File: config.mk
export PLATFORM = sky130hd
export DESIGN_NAME = muxn_rr_stage
export DESIGN_NICKNAME = d
export VERILOG_FILES = /design/src/rtl/muxn_pkg.sv /design/src/rtl/rr_arbiter.sv /design/src/rtl/muxn_rr_stage.sv
export SDC_FILE = /design/constraint.sdc
export NUM_CORES = 1
export LEC_CHECK = 0
export CORE_MARGIN = 8
export CORE_UTILIZATION = 30
export DETAILED_ROUTE_END_ITERATION = 10
export GPL_TIMING_DRIVEN = 0
export MAX_ROUTING_LAYER = met4
export SETUP_SLACK_MARGIN = 0.4
export SLEW_MARGIN = 20
export SYNTH_ARGS = -nofsm -noshare
export SYNTH_HDL_FRONTEND = slang
export SYNTH_HIERARCHICAL = 1
export SYNTH_SLANG_ARGS = --single-unit
export TNS_END_PERCENT = 5
File: constraint.sdc
create_clock -name i_clk -period 6.45 [get_ports i_clk]
set_input_delay 0.645 -clock i_clk [delete_from_list [all_inputs] [get_ports i_clk]]
set_output_delay 0.645 -clock i_clk [all_outputs]
set_load 0.1 [all_outputs]
File: src/rtl/muxn_pkg.sv
// Shared types and the round-robin search used by the N-channel mux stage.
package muxn_pkg;

    localparam int MAX_CH    = 16;
    localparam int MAX_SEL_W = 4;

    typedef enum logic {
        MODE_FIXED = 1'b0,
        MODE_RR    = 1'b1
    } mux_mode_e;

    typedef struct packed {
        logic                 found;
        logic [MAX_SEL_W-1:0] idx;
    } rr_pick_t;

    // First set bit of valid at or above ptr, wrapping modulo n_ch.
    // Walks offsets high to low so the smallest offset is the last write.
    function automatic rr_pick_t rr_pick(input logic [MAX_CH-1:0]    valid,
                                         input logic [MAX_SEL_W-1:0] ptr,
                                         input int                   n_ch);
        rr_pick_t r;
        int       cand;
        r = '0;
        for (int off = MAX_CH - 1; off >= 0; off--) begin
            if (off < n_ch) begin
                cand = (int'(ptr) + off) % n_ch;
                if (valid[cand[MAX_SEL_W-1:0]]) begin
                    r.found = 1'b1;
                    r.idx   = MAX_SEL_W'(cand);
                end
            end
        end
        return r;
    endfunction

endpackage

File: src/rtl/rr_arbiter.sv
// Round-robin arbiter: owns the rotating priority pointer, advances past the
// granted channel only when the caller reports an accepted transfer.
module rr_arbiter
    import muxn_pkg::*;
#(
    parameter  int N_CH  = 4,
    localparam int SEL_W = $clog2(N_CH)
) (
    input  logic             i_clk,
    input  logic             i_rst_n,
    input  logic [N_CH-1:0]  i_req,
    input  logic             i_adv,
    output logic [N_CH-1:0]  o_gnt,
    output logic [SEL_W-1:0] o_gnt_idx
);

    logic [SEL_W-1:0] ptr;
    rr_pick_t         pick;

    always_comb begin
        pick      = rr_pick(MAX_CH'(i_req), MAX_SEL_W'(ptr), N_CH);
        o_gnt_idx = SEL_W'(pick.idx);
        o_gnt     = '0;
        for (int k = 0; k < N_CH; k++) begin
            o_gnt[k] = pick.found && (pick.idx == MAX_SEL_W'(k));
        end
    end

    always_ff @(posedge i_clk or negedge i_rst_n) begin
        if (!i_rst_n) begin
            ptr <= '0;
        end else if (i_adv) begin
            ptr <= (o_gnt_idx == SEL_W'(N_CH - 1)) ? '0 : o_gnt_idx + 1'b1;
        end
    end

endmodule

File: src/rtl/muxn_rr_stage.sv
// N-channel valid/ready mux with fixed or round-robin selection feeding a
// one-entry registered output stage.
module muxn_rr_stage
    import muxn_pkg::*;
#(
    parameter  int DATA_WITH = 8,
    parameter  int N_CH      = 4,
    localparam int SEL_W     = $clog2(N_CH)
) (
    input  logic                      i_clk,
    input  logic                      i_rst_n,
    input  logic [N_CH*DATA_WITH-1:0] i_data,
    input  logic [N_CH-1:0]           i_valid,
    output logic [N_CH-1:0]           o_ready,
    input  logic                      i_mode,
    input  logic [SEL_W-1:0]          i_sel,
    output logic [DATA_WITH-1:0]      o_data,
    output logic [SEL_W-1:0]          o_ch,
    output logic                      o_valid,
    input  logic                      i_ready
);

    logic                 mode_rr;
    logic                 can_accept;
    logic                 xfer;
    logic [N_CH-1:0]      rr_gnt;
    logic [SEL_W-1:0]     rr_gnt_idx;
    logic [DATA_WITH-1:0] win_data;
    logic [SEL_W-1:0]     win_ch;

    rr_arbiter #(.N_CH(N_CH)) u_arb (
        .i_clk     (i_clk),
        .i_rst_n   (i_rst_n),
        .i_req     (i_valid),
        .i_adv     (mode_rr && xfer),
        .o_gnt     (rr_gnt),
        .o_gnt_idx (rr_gnt_idx)
    );

    // An out-of-range i_sel matches no channel, so nothing is ever accepted.
    always_comb begin
        mode_rr    = (mux_mode_e'(i_mode) == MODE_RR);
        can_accept = i_rst_n && (!o_valid || i_ready);
        o_ready    = '0;
        win_data   = '0;
        for (int k = 0; k < N_CH; k++) begin
            if (mode_rr) begin
                o_ready[k] = can_accept && rr_gnt[k];
            end else begin
                o_ready[k] = can_accept && (i_sel == SEL_W'(k));
            end
            if (o_ready[k]) begin
                win_data = i_data[k*DATA_WITH +: DATA_WITH];
            end
        end
        win_ch = mode_rr ? rr_gnt_idx : i_sel;
        xfer   = |(i_valid & o_ready);
    end

    always_ff @(posedge i_clk or negedge i_rst_n) begin
        if (!i_rst_n) begin
            o_valid <= 1'b0;
            o_data  <= '0;
            o_ch    <= '0;
        end else if (xfer) begin
            o_valid <= 1'b1;
            o_data  <= win_data;
            o_ch    <= win_ch;
        end else if (i_ready) begin
            o_valid <= 1'b0;
        end
    end

endmodule

==> impl_summary.md, run 1 <==
Worst setup path
The data arrival time of the critical path is 3.80 ns. The worst flop-to-flop path startpoint is u_arb/ptr[0]. The setup slack on the worst flop-to-flop path is 3.78 ns. Counting stages on the worst path, the most repeated cell is clkdlybuf4s50_1. The critical path goes through clkdlybuf4s50_1 -> nor2b_2 -> a21oi_1 -> o221a_2 -> nor3b_1 -> buf_2 -> and2_1 -> a31oi_2 -> nor2_1 -> clkdlybuf4s50_1.

The element type at the critical path start is a primary input. The type of the worst setup path is in -> out. The worst setup path is captured at an output port. The sum of buffers and inverters on the critical path is 3.

At the worst endpoint, the required time is 5.80 ns. The top fanout value on the critical path is 10. The number of cells on the worst reg-to-reg path is 11. The stage delay of the slowest cell on the critical path is 0.98 ns. The largest individual stage delay along the critical path comes from the cell clkdlybuf4s50_1. The worst reg2reg path endpoint is u_arb/ptr[1]. In this design, the largest share of critical-path delay is due to buffers and inverters.

Logic synthesis
The portion of netlist area occupied by mux cells is 5.12%. The biggest area consumer among synthesized cells is dfrtp_1. The dominant combinational cell family by area after synthesis is compound AO/OA/AOI/OAI gates. The share of synthesized cell area in full adder, half adder and majority cells is 0%. For this run, the number of Yosys warnings is 6.

The count of distinct cell types in the synthesized netlist is 40. The number of enable flip-flop cells after synthesis is 0. The register bit total from synthesis is 13. The compound-cell area share of the yosys netlist is 39.0%. The average instance area after synthesis is 8.20 um2. The fraction of synthesis flops using an asynchronous set or reset pin is 100%. After synthesis, the largest area contributor takes up 27.2% of total cell area.

By area the synthesized netlist is led by dfrtp_1 27%, a21oi_1 6.3%, a221oi_1 5.9%. The net count after synthesis is 188. Counting every instance in the synthesized netlist gives 146.

Summing the sequential cell areas from Yosys gives 27.2% of the chip area. Of the total synthesized cell area, the portion taken by AND, OR, NAND and NOR gates is 17.8%. The commonest register cell after synthesis is dfrtp_1. Of the total synthesized cell area, the portion taken by XOR and XNOR cells is 0%. The mapped netlist covers 1200 um2.

STA
Adding up every negative setup slack in the final design gives 0 ns. The routed design could run at a clock period as short as 4.44 ns. In this run the tightest slew margin relative to its limit is 34.5%. Of the available clock period, the critical path in the final layout requires 68.9%. Setup repair after global routing left no endpoint under its margin. The number of failing hold endpoints at the final stage is 0. The worst setup skew after layout is 0.00121 ns. Timing would allow up to 0.225 GHz. Setup violations remaining at the end of the flow were counted as 0. For the pin with the worst max-slew slack, the measured transition is 0.979 ns.

The final max-slew violation count is 0.

Placed design
In this run the tool buffered the top-level ports with 55 buffer cells. Routability-driven placement finished with a final weighted congestion of 0.823. After detailed placement, the total cell area comes to 1810 um2.

The HPWL after detailed placement is 3350 um.

Clock network
The number of instances resized during post-cts repair is 0. In this run the number of H-tree levels came out at 1. The post-CTS setup-driven buffer insertion count is 0. The total clock sinks is 13. After clock tree synthesis, the clock-pin slew on the worst setup and hold paths is 0.05 ns. In this run the deepest clock path goes through 2 buffers. The number of hold buffers added after CTS is 0. The clock latency reported for the late side of the worst-skew pair is 0.24 ns. The total CTS buffers is 3. Clock tree synthesis selected as its root buffer the cell clkbuf_8. The CTS tree is built.

Route
Using the TritonRoute via totals, the vias-per-cell ratio works out to 5.35. Summed over all layers, the routed wires come to 4200 um. Once detail routing completed, the nets flagged for antenna violations numbered 0. The first-pass detailed-route iteration total is 4.

The total number of vias is 1365. The first routing iteration left 99 violations. In the routed design, unresolved DRC markers number 0.

The routed length per instance is 16.5 um.

Die
The chip width is 79.2 um. In this run the core area contains 23 standard-cell rows. The initial cell density of the core is 30.6%. The core box area is 3910 um2. The floorplan step set the die height to 79.2 um.

The top-level port count is 57. The full die area is 6270 um2.

GRT
The total track usage is 13.3%. The number of global-route vias before repair was 1404. After global routing the overflow that remains totals 0. The fraction of met3 tracks used by global routing is 2.93%.

The routing usage on met2 is 21.4%. Entering global routing, the biggest net connects 16 pins. The layer flagged by global routing as most heavily used is met2.

The first-pass GRT wire length is 6630 um. The number of antenna violations at the first check in global routing is 0. Global routing consumed, on the met1 layer, 16.0% of the routing resources.

Layout
The ratio of cells with drive above 1 in the final layout is 14.6%. The number of diodes is 0. The number of nets at the end of the flow is 248. The area growth from synthesis to layout is 55.0%.

The area of all placed cells without fillers is 1860 um2.

Power
The leakage power total is 0.718 nW. For this design the ratio of total power to cell area is 425 nW/um2. The sum of internal, switching and leakage power is 0.789 mW. The maximum vdd drop is 0.299 mV.

Worst hold path
The worst hold path terminates at o_ch[1]. The hold path startpoint is o_ch[1]. The tightest min-delay check is of the reg -> reg type. The number of instances on the worst hold path is 1.

Status
The flow ran to the end, and the final reports show no timing, DRC or antenna violations.

Flow run
The number of max-cap violations is 0.
## how the worst max path moves through the flow
stage                     slack, ns          to       start  cells after the start
after global routing           1.87  o_ready[3]  i_valid[0]                     10
after floorplan                2.86  o_ready[3]  i_valid[1]                      9
after global placement         2.11  o_ready[3]  i_valid[0]                     10
after detailed placement       2.05  o_ready[3]  i_valid[0]                     10
final                          2.01  o_ready[3]  i_valid[0]                     10
after CTS                      2.04  o_ready[3]  i_valid[0]                     10
## where the power goes
| group | internal [mW] | switching (mW) |
|---|---|---|
| Sequential | 0.120 | 0.0252 |
| Combinational | 0.170 | 0.402 |
| Clock | 0.0436 | 0.0287 |
| Total | 0.333 | 0.456 |
## flip-flops by register name (all words and copies together) (netlist names)
register	cells
o_ch	2
o_data	8
o_valid	1
u_arb/ptr	2
## cell usage in the layout (no fill, tap or decap), types with 2 or more instances in the layout
cell type	count
buf_2	3
and2_1	2
clkbuf_8	3
nor2_1	15
nor3_1	3
clkdlybuf4s50_1	55
a221oi_1	8
nor2b_2	2
dfrtp_1	13
mux2i_1	2
nand2_1	6
a22oi_1	2
o31a_1	2
buf_6	3
mux2_4	2
inv_1	12
a21oi_1	15
buf_4	4
nand2b_1	2
nor2b_1	2
o21ai_1	2
clkbuf_1	2
o32ai_1	7
nor3b_1	2
o21ai_0	11
o22ai_1	9
## area by class of cell
class / instances / area, um2
buffer: 11 / 82.6
clock buffer: 4 / 45.0
fill: 395 / 2060
inverter: 13 / 48.8
multi-input combinational: 109 / 741
sequential: 13 / 325
tap: 50 / 62.6
timing repair buffer: 55 / 551
## cell usage after synthesis (2+ instances only)
| cell type | number |
|---|---|
| nor2_1 | 15 |
| nand2_1 | 6 |
| o22ai_1 | 9 |
| mux2i_1 | 2 |
| nor2b_2 | 2 |
| and2_1 | 2 |
| buf_2 | 3 |
| nand2b_1 | 2 |
| buf_4 | 4 |
| a221oi_1 | 8 |
| mux2_4 | 2 |
| o31a_1 | 2 |
| a22oi_1 | 2 |
| inv_1 | 12 |
| buf_6 | 3 |
| nor2b_1 | 2 |
| dfrtp_1 | 13 |
| nor3_1 | 3 |
| o21ai_0 | 11 |
| o32ai_1 | 7 |
| a21oi_1 | 15 |
| nor3b_1 | 2 |
| o21ai_1 | 2 |
## cells by family after synthesis
kind of cell	count (synthesis)
buffers and inverters	24
AO/OA/AOI/OAI	64
AND/OR/NAND/NOR	40
multiplexers	5
flip-flops	13
## per-stage QoR
stage	setup WS, ns	utilization (%)	std cells	hold WS, ns
after global placement	2.11	46.3	251	0.502
after detailed placement	2.05	46.3	251	0.501
final	2.01	47.4	255	0.515
after CTS	2.04	47.4	255	0.523
after floorplan	2.86	-	146	0.349
after global routing	1.87	47.4	255	0.536
## per-layer routing
layer	wire length, um	vias to the layer above	share of wire, %
met5	0	-	0
met4	36	0	0.86
met3	262	6	6.2
met2	2170	58	52
met1	1730	636	41
li1	-	665	-
No activity file was read; power rests on OpenSTA's default activity.
==> inputs of run 2 (changes only) <==
==> constraint.sdc (replaced) <==
create_clock -name i_clk -period 4.4 [get_ports i_clk]
set_input_delay 0.44 -clock i_clk [delete_from_list [all_inputs] [get_ports i_clk]]
set_output_delay 0.44 -clock i_clk [all_outputs]
set_load 0.1 [all_outputs]
==> run 2 against run 1 <==
- clock-buffer cell count unchanged
- non-clock buffer count unchanged
- critical path type unchanged
- global-route usage unchanged
- clock power up 47%
- via count unchanged
- highest routed layer unchanged
- sequential power up 47%
==> impl_summary.md, run 2 (synthesis results as in run 1) <==
Worst setup path
The type of destination of the critical path is an output port (unchanged). The data arrival time of the critical path was 3.35 ns (was 3.80 ns). The worst setup path startpoint is i_valid[0] (unchanged).

The cell with the most instances on the worst path is clkdlybuf4s50_1 (unchanged). Series of cell instances along the critical path: clkdlybuf4s50_1 -> nor2b_2 -> nor3_1 -> o31a_1 -> buf_2 -> a21oi_1 -> nor2_1 -> clkdlybuf4s50_1 (was clkdlybuf4s50_1 -> nor2b_2 -> a21oi_1 -> o221a_2 -> nor3b_1 -> buf_2 -> and2_1 -> a31oi_2 -> nor2_1 -> clkdlybuf4s50_1). The worst flop-to-flop path startpoint is u_arb/ptr[0] (unchanged). The element type at the critical path start is a primary input (unchanged).

The endpoint of the worst setup timing path is o_ready[2] (was o_ready[3]). The top fanout value on the critical path is 10 (unchanged). The setup slack on the worst flop-to-flop path was 1.73 ns (was 3.78 ns).

The slowest library cell on the worst path is clkdlybuf4s50_1 (unchanged). The critical path required time is 3.96 ns (was 5.80 ns). The worst reg-to-reg path cell count was 11 (unchanged). The worst reg2reg path endpoint is u_arb/ptr[1] (unchanged). The type of the worst setup path is in -> out (unchanged).

The stage delay of the slowest cell on the critical path is 1.14 ns (was 0.98 ns).

Layout
The number of standard cells in the final layout excluding fillers is 255 (unchanged). The core utilization of the finished layout is 47.4% (about the same). The number of flip-flops in the largest register is 8 (unchanged).

Biggest registers after layout: o_data x8, o_ch x2, u_arb/ptr x2 (unchanged). The number of nets at the end of the flow is 248 (unchanged). The ratio of cells with drive above 1 in the final layout is 14.6% (unchanged). The register with the most flip-flops is o_data (unchanged). The number of diodes is 0 (unchanged). The area growth from synthesis to layout is 54.9% (was 55.0%).

Most frequent cells in the layout: 54 x clkdlybuf4s50_1, 15 x a21oi_1, 15 x nor2_1 (was 55 x clkdlybuf4s50_1, 15 x a21oi_1, 15 x nor2_1). The most frequent standard cell in the layout excluding fill and tap cells is clkdlybuf4s50_1 (unchanged).

GRT
The number of antenna violations at the first check in global routing is 0 (unchanged). The largest net degree at the start of global routing was 16 (unchanged). The number of global-route vias before repair is 1404 (unchanged). The global route total overflow is 0 (unchanged). The total track usage is 13.3% (unchanged).

The first-pass GRT wire length is 6630 um (unchanged).

Route
The remaining design rule violation count is 0 (unchanged). The remaining antenna violation count after routing is 0 (unchanged). The wire length reported by the detailed router is 4200 um (about the same). The total number of vias is 1365 (unchanged). The routed length per instance was 16.5 um (about the same).

The number of DRC markers in iteration 0 is 99 (unchanged). The average vias per placed instance is 5.35 (unchanged). The first-pass detailed-route iteration total is 4 (unchanged).

STA
The period utilization is 86.0%. The total of endpoints with negative setup slack in the final report is 0 (unchanged). The setup TNS after final layout is 0 ns (unchanged). The achievable clock frequency is 0.264 GHz.

The worst setup skew after layout is 0.00119 ns (was 0.00121 ns). The number of failing hold endpoints at the final stage is 0 (unchanged). The measured slew at the worst slew-check pin is 0.979 ns (unchanged). The final max-slew violation count came to 0 (unchanged). The normalized max-slew margin is 34.5% (unchanged).

RSZ-0062 raised after global routing: false (unchanged). The shortest clock period the worst path allows after layout is 3.79 ns.

Clock network
The number of hold buffers added after CTS is 0 (unchanged). The clock latency reported for the late side of the worst-skew pair is 0.24 ns (about the same). The clock slew seen by the registers of the worst setup and hold paths came to 0.05 ns (about the same). The root buffer cell is clkbuf_8 (unchanged). The number of instances resized during post-cts repair came to 1 (was 0).

The total CTS buffers came to 3 (unchanged). The maximum number of buffers from clock root to sink is 2 (unchanged). The post-CTS setup-driven buffer insertion count came to 0 (unchanged). The number of H-tree levels was 1 (unchanged). The total clock sinks is 13 (unchanged).

The CTS tree was built (unchanged).

Die
The initial cell density of the core is 30.6% (unchanged). The core box area is 3910 um2 (unchanged). The height of the chip is 79.2 um (unchanged). The chip width is 79.2 um (unchanged). The full die area is 6270 um2 (unchanged).

The top-level port count is 57 (unchanged). The count of standard-cell rows is 23 (unchanged).

Placed design
The cell count after placement was 251 (unchanged). The global placement routability congestion was 0.823 (unchanged). The quantity of I/O buffers inserted on ports came to 55 (unchanged).

The half-perimeter wire length after detailed placement is 3350 um (unchanged).

Flow run
The number of max-cap violations is 0 (unchanged).

Power
The maximum vdd drop is 0.439 mV (was 0.299 mV). The leakage power total is 0.722 nW (was 0.718 nW). The power per cell area came to 623 nW/um2 (was 425 nW/um2).

Status
Result of the run: completed (unchanged).

Worst hold path
The class of the most critical hold timing path is reg -> reg (unchanged).
## run 2: cell types whose count changed in the layout (fill, tap and decap cells not counted)
cell	previous run	this run
clkdlybuf4s50_1	55	54
dlygate4sd2_1	0	1
## run 2: how the worst min path moves through the flow
| stage | endpoint | cells after the start | slack, ns | from |
|---|---|---|---|---|
| 6_report | o_ch[1] | 1 | 0.52 | o_ch[1] |
| 5_1_grt | o_data[2] | 2 | 0.54 | o_data[2] |
| 4_1_cts | o_ch[1] | 1 | 0.52 | o_ch[1] |
| 3_5_place_dp | o_ch[1] | 1 | 0.50 | o_ch[1] |
| 3_3_place_gp | o_ch[1] | 1 | 0.50 | o_ch[1] |
| 2_1_floorplan | o_ch[0] | 0 | 0.14 | i_rst_n |
## run 2: routing by layer
metal | share of wire [%] | track usage [%] | wire [um] | up-vias
li1 | - | - | - | 665
met1 | 41 | 16.0 | 1730 | 636
met2 | 52 | 21.4 | 2170 | 58
met3 | 6.2 | 2.93 | 262 | 6
met4 | 0.86 | 4.26 | 36 | 0
met5 | 0 | - | 0 | -
## run 2: critical path: cells and delay by family
| kind | cells | cell delay, ns |
|---|---|---|
| buffers and inverters | 3 | 1.93 |
| AND/OR/NAND/NOR | 3 | 0.55 |
| AO/OA/AOI/OAI | 2 | 0.41 |
## run 2: stage by stage
stage / hold WS, ns / setup WS (ns) / power, mW / area, um2
6_report: 0.515 / 0.615 / 1.16 / 1850
5_1_grt: 0.536 / 0.551 / 1.21 / 1850
4_1_cts: 0.523 / 0.689 / 1.16 / 1850
3_5_place_dp: 0.501 / 0.409 / 1.05 / 1810
3_3_place_gp: 0.502 / 0.467 / 1.04 / 1810
2_1_floorplan: 0.144 / 1.22 / 0.832 / 1200
## run 2: cell type report
| type | instances | area, um2 |
|---|---|---|
| timing repair buffer | 55 | 549 |
| inverter | 13 | 48.8 |
| buffer | 11 | 82.6 |
| tap | 50 | 62.6 |
| fill | 396 | 2060 |
| multi-input combinational | 109 | 741 |
| clock buffer | 4 | 45.0 |
| sequential | 13 | 325 |
## run 2: where the power goes
group | total [mW] | internal (mW) | switching, mW | leakage, nW
clock network | 0.106 | 0.0640 | 0.0420 | 0.0228
logic | 0.837 | 0.248 | 0.589 | 0.539
registers | 0.213 | 0.176 | 0.0369 | 0.160
==> inputs of run 3 (changes only) <==
--- a/config.mk
+++ b/config.mk
@@ -5,6 +5,7 @@
 export SDC_FILE = /design/constraint.sdc
 export NUM_CORES = 1
 export LEC_CHECK = 0
+export ABC_AREA = 1
 export CORE_MARGIN = 8
 export CORE_UTILIZATION = 30
 export DETAILED_ROUTE_END_ITERATION = 10
==> run 3 against run 2 <==
- critical path depth grew 8
- hold slack lost 0.039 ns
- clock skew grew 0.0012 ns
- sequential share of layout area shrank 2.5 points
- highest routed layer unchanged
- clock power is essentially flat
- total power grew 27%
- clock-buffer cell count is the same
- cell count grew 49%
- global-route usage shrank 1.4 points
==> impl_summary.md, run 3 <==
STA
The total of endpoints with negative setup slack in the final report was 0 (unchanged). The achievable clock frequency is 0.264 GHz (about the same). RSZ-0062 raised after global routing: false (unchanged). The shortest clock period the worst path allows after layout is 3.79 ns (about the same). The final max-slew violation count is 0 (unchanged).

The final worst setup slack is 0.610 ns (was 0.615 ns). The measured slew at the worst slew-check pin is 0.984 ns (was 0.979 ns). The worst setup skew after layout is 0.00244 ns (was 0.00119 ns). The period utilization was 86.1% (was 86.0%). The setup TNS after final layout is 0 ns (unchanged). The number of failing hold endpoints at the final stage is 0 (unchanged).

The normalized max-slew margin is 34.2% (was 34.5%).

Die
The core box area came to 4750 um2 (was 3910 um2). The full die area came to 7460 um2 (was 6270 um2). The initial cell density of the core was 31.2% (was 30.6%). The count of standard-cell rows was 25 (was 23).

The height of the chip was 86.4 um (was 79.2 um). The chip width was 86.4 um (was 79.2 um). The top-level port count came to 57 (unchanged).

Route
The number of DRC markers in iteration 0 is 48 (was 99). The remaining design rule violation count is 0 (unchanged). The total number of vias is 1573 (was 1365). The wire length reported by the detailed router is 4240 um (was 4200 um). The first-pass detailed-route iteration total is 4 (unchanged). The average vias per placed instance is 4.13 (was 5.35). The remaining antenna violation count after routing is 0 (unchanged).

The routed length per instance is 11.1 um (was 16.5 um).

GRT
The global routing's busiest layer is met1 (was met2). The largest net degree at the start of global routing is 15 (was 16). The first-pass GRT wire length is 7120 um (was 6630 um). The routing usage on met2 came to 15.5% (was 21.4%). The met1 demand-to-capacity share in global routing is 18.0% (was 16.0%). The total track usage is 11.9% (was 13.3%).

The number of global-route vias before repair is 1449 (was 1404). The number of antenna violations at the first check in global routing is 0 (unchanged). The global route total overflow is 0 (unchanged). The fraction of met3 tracks used by global routing is 1.51% (was 2.93%).

Logic synthesis
The post-synthesis instance area is 1490 um2 (was 1200 um2). The average instance area after synthesis is 5.82 um2 (was 8.20 um2). The synthesized instance count is 255 (was 146). The share of the yosys chip area belonging to registers came to 21.9% (was 27.2%). The number of enable flip-flop cells after synthesis is 0 (unchanged). The commonest register cell after synthesis is dfrtp_1 (unchanged). The count of synthesis-stage warnings from yosys is 6 (unchanged). The portion of netlist area occupied by mux cells is 0% (was 5.12%). Cell types with the highest counts after synthesis: 103 x nand2_1, 33 x inv_1, 26 x nand3_1 (was 15 x a21oi_1, 15 x nor2_1, 13 x dfrtp_1). Synth area leaders: nand2_1 26%, dfrtp_1 22%, nand3_1 8.8% (was dfrtp_1 27%, a21oi_1 6.3%, a221oi_1 5.9%). The fraction of synthesis flops using an asynchronous set or reset pin is 100% (unchanged). The register bit total from synthesis is 13 (unchanged).

The compound-cell area share of the yosys netlist is 2.44% (was 39.0%). The net count after synthesis is 297 (was 188). The XOR/XNOR share of the synthesized area is 0% (unchanged). The simple-gate portion of the synthesized area is 59.5% (was 17.8%).

The count of distinct cell types in the synthesized netlist was 23 (was 40). The dominant combinational cell family by area after synthesis is simple AND/OR/NAND/NOR gates (was compound AO/OA/AOI/OAI gates). The biggest area consumer among synthesized cells is nand2_1 (was dfrtp_1). The area share of the largest cell type after synthesis is 26.0% (was 27.2%). nand2_1 is the most common cell in the netlist.

The share of synthesized cell area in full adder, half adder and majority cells is 0% (unchanged).

Layout
The register with the most flip-flops is o_data (unchanged). Most frequent cells in the layout: 103 x nand2_1, 55 x clkdlybuf4s50_1, 33 x inv_1 (was 54 x clkdlybuf4s50_1, 15 x a21oi_1, 15 x nor2_1). Biggest registers after layout: o_data x8, o_ch x2, u_arb/ptr x2 (unchanged). The ratio of cells with drive above 1 in the final layout is 17.8% (was 14.6%).

The number of diodes was 0 (unchanged). The most frequent standard cell in the layout excluding fill and tap cells is nand2_1 (was clkdlybuf4s50_1). The area growth from synthesis to layout came to 45.7% (was 54.9%). The count of fill cells added during filler insertion is 543 (was 396).

The core utilization of the finished layout is 45.5% (was 47.4%). The number of flip-flops in the largest register is 8 (unchanged). The area of all placed cells without fillers was 2160 um2 (was 1850 um2). The number of nets at the end of the flow is 357 (was 248).

Status
Result of the run: completed (unchanged).

Worst setup path
The element type at the critical path start is a primary input (unchanged). The critical path required time is 3.96 ns (about the same). The data arrival time of the critical path is 3.35 ns (about the same).

The type of the worst setup path is in -> out (unchanged). The worst reg2reg path endpoint is u_arb/ptr[1] (unchanged). The setup slack on the worst flop-to-flop path came to 1.87 ns (was 1.73 ns). The worst flop-to-flop path startpoint is u_arb/ptr[0] (unchanged). The top fanout value on the critical path came to 10 (unchanged). The worst reg-to-reg path cell count was 21 (was 11). The type of destination of the critical path is an output port (unchanged).

Clock network
The clock latency reported for the late side of the worst-skew pair is 0.24 ns (about the same). The maximum number of buffers from clock root to sink came to 2 (unchanged). The post-CTS setup-driven buffer insertion count is 0 (unchanged). The number of hold buffers added after CTS was 0 (unchanged). The CTS tree is built (unchanged). The root buffer cell is clkbuf_8 (unchanged). The number of H-tree levels came to 1 (unchanged). The number of instances resized during post-cts repair is 0 (was 1).

The clock slew seen by the registers of the worst setup and hold paths is 0.05 ns (about the same). The total clock sinks is 13 (unchanged). The total CTS buffers is 3 (unchanged).

Worst hold path
The end point of the worst hold path is o_data[2] (was o_ch[1]). The hold path startpoint was o_data[2] (was o_ch[1]). The number of instances on the worst hold path is 2 (was 1). The class of the most critical hold timing path is reg -> reg (unchanged).

Flow run
The number of max-cap violations came to 0 (unchanged).

Placed design
The global placement routability congestion is 0.822 (was 0.823). The setup slack after placement is 0.618 ns (was 0.409 ns). The half-perimeter wire length after detailed placement was 3520 um (was 3350 um). The standard cell area after detailed placement came to 2120 um2 (was 1810 um2). The quantity of I/O buffers inserted on ports is 55 (unchanged).

Power
The maximum vdd drop is 0.290 mV (was 0.439 mV). The leakage power total was 1.20 nW (was 0.722 nW). The power per cell area was 679 nW/um2 (was 623 nW/um2).
-- run 3: cell count changes in the layout (fill, tap and decap cells not counted), moves of 9 or more --
cell and change:
nand2_2 +14, inv_1 +21, nand3_1 +26, o22ai_1 -9, nand2_1 +97, o21ai_0 -11
a21oi_1 -14
-- run 3: area by class of cell --
type	count	area [um2]	area share, %
plain buffers	6	63.8	2.95
clock buffers	4	45.0	2.08
inverters	45	176	8.15
multi-input cells	191	920	42.5
flip-flops and latches	13	325	15.0
well taps	67	83.8	3.87
repair buffers	55	551	25.4
-- run 3: worst max-delay path, stage by stage --
cell and delay, ns:
clkdlybuf4s50_1 0.54, inv_1 0.06, nand2_1 0.10, nand3_1 0.10
nand2_1 0.10, inv_2 0.04, nand2_1 0.06, nand3_2 0.09
nand2_4 0.12, inv_2 0.04, nor2_1 0.07, nand2_1 0.09
nand2_4 0.14, nand2_2 0.14, inv_1 0.08, clkdlybuf4s50_1 1.13
-- run 3: cell families after synthesis --
kind of cell           after synthesis
DFF                                 13
AOI/OAI and AO/OA                    6
buffers and inverters               51
and+or+nand+nor                    185
-- run 3: routing by layer --
metal,wire (um),up-vias
li1,-,883
met1,2280,645
met2,1700,41
met3,214,4
met4,41,0
met5,0,-
-- run 3: worst max path at each step --
stage,cells after the start,slack [ns],startpoint,endpoint
4_1_cts,16,0.61,i_valid[2],o_ready[1]
6_report,16,0.61,i_valid[2],o_ready[1]
3_3_place_gp,16,0.62,i_valid[2],o_ready[1]
3_5_place_dp,17,0.62,i_valid[2],o_ready[3]
5_1_grt,16,0.44,i_valid[2],o_ready[1]
2_1_floorplan,12,0.64,u_arb/ptr[0],o_ready[0]
-- run 3: per-stage QoR --
stage          hold WS, ns  cells  power (mW)
2_1_floorplan        0.144    255        1.11
3_3_place_gp         0.464    377        1.37
3_5_place_dp         0.466    377        1.37
4_1_cts              0.480    381        1.48
5_1_grt              0.489    381        1.59
6_report             0.476    381        1.47
-- run 3: power breakdown --
group | switching (mW) | internal [mW]
clock network | 0.0389 | 0.0637
registers | 0.0374 | 0.176
logic | 0.825 | 0.328
==> RTL change: new RTL, settings of run 3 <==
Make the reset (`i_rst_n`) synchronous in 2 clocked blocks.
--- a/src/rtl/rr_arbiter.sv
+++ b/src/rtl/rr_arbiter.sv
@@ -26,7 +26,7 @@
         end
     end
 
-    always_ff @(posedge i_clk or negedge i_rst_n) begin
+    always_ff @(posedge i_clk) begin
         if (!i_rst_n) begin
             ptr <= '0;
         end else if (i_adv) begin
--- a/src/rtl/muxn_rr_stage.sv
+++ b/src/rtl/muxn_rr_stage.sv
@@ -57,7 +57,7 @@
         xfer   = |(i_valid & o_ready);
     end
 
-    always_ff @(posedge i_clk or negedge i_rst_n) begin
+    always_ff @(posedge i_clk) begin
         if (!i_rst_n) begin
             o_valid <= 1'b0;
             o_data  <= '0;
Formal check against the unedited RTL: differs if i_rst_n is asserted again (counterexample within 4 cycles, from zero or initial values and one cycle with i_rst_n low); with i_rst_n held inactive, the same outputs for 10 cycles.
==> RTL change against run 3 <==
  * Sequential cell count is the same
  * Final area fell by 8.5%
  * Cell count is 8.7% lower
  * Area after synthesis down 12%
  * Critical path type unchanged
  * Wire length decreased by 2.3%
  * Utilization up 0.92 points
  * Worst setup slack worse by 0.12 ns
Power is not compared: it rests on default switching activity, and its combinational part moved more than twofold at a synthesized area within 25%.
==> RTL change: results <==
group,metric,value,unit
status,status,"finished clean",
die,core_area,4260,µm²
drt,routed-wl-met2,1.87,mm
drt,drt_iter0_drc,97,
global_route,busiest_layer,"met2",
yosys,synth_cell_types,22,
placed_design,routabilityCongestion,0.860,
cells_and_area,final_layout_size_suffix_gt1_share,12.8,%
sta,max-slew-margin-rel,33.9,%
yosys,ys.flop_type,"dfxtp_1",
cells_and_area,seqCellArea,260,µm²
yosys,synth_seq_area_share,19.9,%
placed_design,io_buffers,56,
global_route,use_met3,0.875,%
drt,drt-met1-wl,2.09,mm
cells_and_area,multi_input_cells,180,
yosys,async_flop_share,0,%
cells_and_area,fillers,478,
yosys,yosys-top-cells-area,"nand2_1 (20%), dfxtp_1 (20%), nand3_1 (11%), inv_1 (9.5%), nand2_2 (7.2%)",
global_route,grt.total_usage,12.4,%
cells_and_area,multi_input_area_share,43.5,%
drt,via_count,1534,
global_route,grt_util_met1,17.7,%
yosys,synthTopCellsByCount,"nand2_1 (70), inv_1 (33), nand3_1 (29)",
cells_and_area,nonClkBufAreaFrac,30.6,%
yosys,synth_nets,278,
placed_design,dp_hpwl,3.43,mm
sta,whs,0.465,ns
global_route,grt_pass1_vias,1400,
cells_and_area,clk_share,2.27,%
global_route,met2_usage,17.7,%
drt,route.met3.wl,120,µm
sta,skew,0.00291,ns
cells_and_area,layout.nets,339,
global_route,grt_max_degree,11,
-- RTL change: cell count changes after synthesis, moves of 3 or more --
| cell | delta |
|---|---|
| dfxtp_1 | +13 |
| buf_6 | -3 |
| nand2_4 | -3 |
| a21oi_1 | +12 |
| nand3_1 | +3 |
| dfrtp_1 | -13 |
| nand2_1 | -33 |
| nor2_1 | +3 |
| nor2_2 | -6 |
| inv_4 | -3 |
| o21ai_0 | +16 |
-- RTL change: per-stage QoR --
| step | total power [W] | setup slack, ns | instances | util, % |
|---|---|---|---|---|
| 2_1_floorplan | 0.000440 | 1.67 | 236 | - |
| 3_3_place_gp | 0.000548 | 0.462 | 344 | 45.3 |
| 3_5_place_dp | 0.000549 | 0.468 | 344 | 45.3 |
| 4_1_cts | 0.000655 | 0.470 | 348 | 46.4 |
| 5_1_grt | 0.000695 | 0.281 | 348 | 46.4 |
| 6_report | 0.000650 | 0.495 | 348 | 46.4 |
-- RTL change: final timing paths --
kind | to | depth (start not counted) | start
min | o_ch[1] | 2 | o_ch[1]
min reg2reg | o_ch[1] | 2 | o_ch[1]
max | o_ready[1] | 16 | i_valid[2]
max reg2reg | u_arb/ptr[0] | 19 | u_arb/ptr[1]
-- RTL change: report_power, final --
part	internal, W	switching, W	leakage (nW)
Sequential	0.000135	0.0000103	0.107
Clock	0.0000638	0.0000398	0.0228
Combinational	0.000129	0.000273	0.830
Total	0.000327	0.000323	0.959
-- RTL change: kinds of logic after synthesis --
| kind of cell | count (synthesis) | synth area share [%] |
|---|---|---|
| AOI/OAI and AO/OA | 34 | 14.4 |
| buffers and inverters | 43 | 14.2 |
| DFF | 13 | 19.9 |
| and+or+nand+nor | 146 | 51.6 |
